<file path="src/rtl/ksa_param.sv">
// Kogge-Stone parallel-prefix adder with registered sum/cout/out_valid.
// Define KSA_PARAM_INPUT_REG_EN to register a/b/cin/in_valid ahead of the tree (2-cycle latency).
module ksa_param #(
  parameter int N = 8
) (
  input  logic         clk,
  input  logic         rst_n,
  input  logic         in_valid,
  input  logic [N-1:0] a,
  input  logic [N-1:0] b,
  input  logic         cin,
  output logic [N-1:0] sum,
  output logic         cout,
  output logic         out_valid
);

  localparam int STAGES = (N > 1) ? $clog2(N) : 0;

  logic [N-1:0] t_a_s;
  logic [N-1:0] t_b_s;
  logic         t_cin_s;
  logic         t_valid_s;

`ifdef KSA_PARAM_INPUT_REG_EN
  logic [N-1:0] a_r;
  logic [N-1:0] b_r;
  logic         cin_r;
  logic         valid_r;

  // Input isolation registers feeding the prefix tree.
  always_ff @(posedge clk) begin
    if (!rst_n) begin
      a_r     <= '0;
      b_r     <= '0;
      cin_r   <= 1'b0;
      valid_r <= 1'b0;
    end else begin
      a_r     <= a;
      b_r     <= b;
      cin_r   <= cin;
      valid_r <= in_valid;
    end
  end

  assign t_a_s     = a_r;
  assign t_b_s     = b_r;
  assign t_cin_s   = cin_r;
  assign t_valid_s = valid_r;
`else
  assign t_a_s     = a;
  assign t_b_s     = b;
  assign t_cin_s   = cin;
  assign t_valid_s = in_valid;
`endif

  logic [N-1:0] g_s;
  logic [N-1:0] p_s;
  logic [N-1:0] gt_s [0:STAGES];
  logic [N-1:0] pt_s [0:STAGES];
  logic [N:0]   carry_s;
  logic [N-1:0] sum_s;

  assign g_s = t_a_s & t_b_s;
  assign p_s = t_a_s ^ t_b_s;

  // cin is folded into bit 0's generate so the tree needs no extra carry input.
  for (genvar i = 0; i < N; i++) begin : g_init
    if (i == 0) begin : g_b0
      assign gt_s[0][i] = g_s[i] | (p_s[i] & t_cin_s);
    end else begin : g_bn
      assign gt_s[0][i] = g_s[i];
    end
    assign pt_s[0][i] = p_s[i];
  end

  for (genvar k = 0; k < STAGES; k++) begin : g_stage
    localparam int D = 2 ** k;
    for (genvar i = 0; i < N; i++) begin : g_cell
      if (i >= D) begin : g_black
        assign gt_s[k+1][i] = gt_s[k][i] | (pt_s[k][i] & gt_s[k][i-D]);
        assign pt_s[k+1][i] = pt_s[k][i] & pt_s[k][i-D];
      end else begin : g_pass
        assign gt_s[k+1][i] = gt_s[k][i];
        assign pt_s[k+1][i] = pt_s[k][i];
      end
    end
  end

  assign carry_s[0]   = t_cin_s;
  assign carry_s[N:1] = gt_s[STAGES];
  assign sum_s        = p_s ^ carry_s[N-1:0];

  // Result registers; data holds when no valid operand arrives.
  always_ff @(posedge clk) begin
    if (!rst_n) begin
      sum       <= '0;
      cout      <= 1'b0;
      out_valid <= 1'b0;
    end else begin
      out_valid <= t_valid_s;
      if (t_valid_s) begin
        sum  <= sum_s;
        cout <= carry_s[N];
      end
    end
  end

endmodule

</file>
<file path="config.mk">
export PLATFORM = sky130hd
export DESIGN_NAME = ksa_param
export DESIGN_NICKNAME = d
export VERILOG_FILES = /design/src/rtl/ksa_param.sv
export SDC_FILE = /design/constraint.sdc
export NUM_CORES = 1
export LEC_CHECK = 0
export ABC_CLOCK_PERIOD_IN_PS = 4660
export CAP_MARGIN = 20
export CORE_UTILIZATION = 45
export CTS_CLUSTER_DIAMETER = 200
export CTS_CLUSTER_SIZE = 14
export DETAILED_ROUTE_END_ITERATION = 10
export MAX_ROUTING_LAYER = met4
export PLACE_DENSITY_LB_ADDON = 0.15
export SYNTH_ARGS = -nofsm -noshare
export SYNTH_HDL_FRONTEND = slang
export SYNTH_SLANG_ARGS = --single-unit
</file>
<file path="constraint.sdc">
create_clock -name clk -period 4.66 [get_ports clk]
set_input_delay 1.165 -clock clk [delete_from_list [all_inputs] [get_ports clk]]
set_output_delay 1.165 -clock clk [all_outputs]
set_load 0.01 [all_outputs]
</file>
==> impl_metrics.env <==
export IMPL_synthArstFlopShare=0
export IMPL_io_pin_count=30
export IMPL_drive_above_1_share=0.0789
export IMPL_rr_startpoint="sum[7]$_SDFFE_PN0P_"
export IMPL_worstMarginPinSlew_ns=0.534
export IMPL_drt_pass1_iter_count=4
export IMPL_htreeDepth=1
export IMPL_cp_num_buf_inv=2
export IMPL_globalRouteOverflowTotal=0
export IMPL_crit_fanout=3
export IMPL_synth_edf_count=0
export IMPL_ys_top_cells_by_count="dfxtp_1, a21oi_1, ha_1, nand2_1, o21ai_0"
export IMPL_required_ns=4.82
export IMPL_cts_tree="yes"
export IMPL_fill_cells=141
export IMPL_synth_ff_type="dfxtp_1"
export IMPL_clock_sinks=10
export IMPL_cap_violations=0
export IMPL_synth_seq_area_share=0.270
export IMPL_synth_cell_types=31
export IMPL_wl_mm=1.55
export IMPL_grt_pass1_vias=648
export IMPL_fp_row_count=14
export IMPL_maxSlewViolCount=0
export IMPL_switchingPower_uw=81.9
export IMPL_leakage_nw=0.441
export IMPL_power_density_nw_per_um2=265
export IMPL_port_buffer_count=29
export IMPL_tns_ns=0
export IMPL_syn_area_per_cell_sq_um=8.83
export IMPL_die_area_sq_um=1820
export IMPL_gp_congestion=0.820
export IMPL_p_comb_frac=0.358
export IMPL_numCtsBuffers=3
export IMPL_fp_dieW_um=42.6
export IMPL_skew_ns=0
export IMPL_drcViolationCount=0
export IMPL_arrival_ns=2.96
export IMPL_core_sq_um=1520
export IMPL_holdCritPathClass="flop to flop"
export IMPL_rrSetupSlack_ns=3.68
export IMPL_status="finished, final reports clean"
export IMPL_synthToLayoutAreaGrowth_pct=43.2
export IMPL_clk_latency_ns=0.27
export IMPL_antenna_found_initial=0
export IMPL_ys_warn_count=0
export IMPL_holdWs_ns=0.484
export IMPL_syn_cell_area_sq_um=742
export IMPL_routed_via_count=702
export IMPL_wl_per_cell_um=11.9
export IMPL_worstHoldStart="sum[1]$_SDFFE_PN0P_"
export IMPL_setup_viol=0
export IMPL_p_sw_frac=0.291
export IMPL_yosysTopAreaCellShare=0.270
export IMPL_drtIter0Drc=11
export IMPL_clkTransAtPathRegs_ns=0.08
export IMPL_synth_ff_latch_count=10
export IMPL_clockPowerShare=0.291
export IMPL_critical_path_cell_chain="clkdlybuf4s50_1 > fa_1 > inv_1 > fa_1 > nand2b_1 > a21oi_1 > xnor2_1 > o21ai_0"
export IMPL_synth_most_common_cell="dfxtp_1"
export IMPL_grt_max_degree=17
export IMPL_cts_hold_buffers_added=0
export IMPL_ir_drop_v=0.000144
export IMPL_holdPathEnd="sum[1]$_SDFFE_PN0P_"
export IMPL_antenna_left=0
export IMPL_endpoint_kind="flop"
export IMPL_r2r_end="sum[7]$_SDFFE_PN0P_"
export IMPL_intPower_uw=199
export IMPL_dp_hpwl_mm=1.20
export IMPL_reg2reg_depth=3
export IMPL_cp_common_cell="fa_1"
export IMPL_max_clock_path_buffers=2
export IMPL_cts_root_buffer="clkbuf_4"
export IMPL_initial_core_util=0.487
export IMPL_relSlewSlack=0.643
export IMPL_die_h_um=42.6
export IMPL_fmax_mhz=358
export IMPL_rsz0062_at_grt="false"
export IMPL_min_period_over_period=0.599
export IMPL_grt_usage=0.200
export IMPL_synth_area_leaders="dfxtp_1, ha_1, a21oi_1, fa_1, o21ai_0"
export IMPL_path_class="input port to flop"
export IMPL_post_cts_buffers=0
export IMPL_syn_num_nets=113
export IMPL_path_delay_family="adder cells"
export IMPL_period_minus_slack_ns=2.79
export IMPL_timing_final_hold_violations=0
export IMPL_slowest_delay_ns=0.49
export IMPL_grt_pass1_wl_mm=2.68
export IMPL_antenna_cells=0
export IMPL_post_synth_top_area_cell="dfxtp_1"
export IMPL_p_seq_frac=0.351
export IMPL_cp_slowest_cell="clkdlybuf4s50_1"
export IMPL_syn_inst=84
export IMPL_ctsResizeCount=0
export IMPL_vias_per_cell=5.40
export IMPL_layout_nets=144
export IMPL_cp_start_kind="input port"
export IMPL_holdPathStages=1
## worst max-delay path by stage
stage	from	endpoint	slack, ns	cells after the start
finish	a[0]	sum[4]$_SDFFE_PN0P_	1.87	8
global route	a[0]	sum[4]$_SDFFE_PN0P_	1.75	8
CTS	a[0]	sum[4]$_SDFFE_PN0P_	1.85	8
detailed placement	a[0]	sum[4]$_SDFFE_PN0P_	1.56	8
global placement	a[0]	sum[4]$_SDFFE_PN0P_	1.58	8
floorplan	a[0]	sum[7]$_SDFFE_PN0P_	2.13	5
## layout make-up
class                   count  area (sq um)  share of cell area
multi-input cells          65           493               0.464
flip-flops and latches     10           200               0.188
clock buffers               4          36.3              0.0342
repair buffers             29           290               0.273
well taps                  16          20.0              0.0188
inverters                   6          22.5              0.0212
## kinds of logic after synthesis
logic type | Yosys count | share of synthesized area
AOI/OAI and AO/OA | 27 | 0.238
and+or+nand+nor | 21 | 0.145
DFF | 10 | 0.270
buffers and inverters | 9 | 0.0658
adders and majority gates | 9 | 0.172
xor gates and xnor gates | 4 | 0.0472
muxes | 4 | 0.0624
## sequential cells by signal, summed over array words and instances, names as in the netlist
signal,cells
out_valid,1
sum,8
cout,1
## cell usage in the layout (no fill, tap or decap), drive strengths merged, types with 3 or more instances in the layout
cell	count
a21oi	8
clkbuf	4
clkdlybuf4s50	29
dfxtp	10
ha	7
inv	6
nand2	7
nand3	3
nor2	3
nor2b	3
o21ai	9
xnor2	4
## per-layer routing
layer  global-route usage  vias to the layer above  part of all wire
met5                    -                        -                 0
met4               0.0938                        0             0.017
met3               0.0431                        4             0.044
met2                0.308                       28              0.46
met1                0.248                      310              0.48
li1                     -                      360                 -
## metrics by stage
| step | total power [mW] | area [sq um] | setup slack, ns | cells | util |
|---|---|---|---|---|---|
| 2_1_floorplan | 0.160 | 742 | 2.13 | 84 | - |
| 3_3_place_gp | 0.200 | 1030 | 1.58 | 126 | 0.673 |
| 3_5_place_dp | 0.201 | 1030 | 1.56 | 126 | 0.673 |
| 4_1_cts | 0.283 | 1060 | 1.85 | 130 | 0.697 |
| 5_1_grt | 0.295 | 1060 | 1.75 | 130 | 0.697 |
| 6_report | 0.281 | 1060 | 1.87 | 130 | 0.697 |
## power by group through the flow
stage	clock network [mW]	logic (mW)	registers, mW
2_1_floorplan	0	0.0544	0.105
3_3_place_gp	0	0.0991	0.101
3_5_place_dp	0	0.100	0.101
4_1_cts	0.0825	0.101	0.0988
5_1_grt	0.0852	0.110	0.0999
6_report	0.0818	0.101	0.0987
Power figures use the tool's default switching activity.
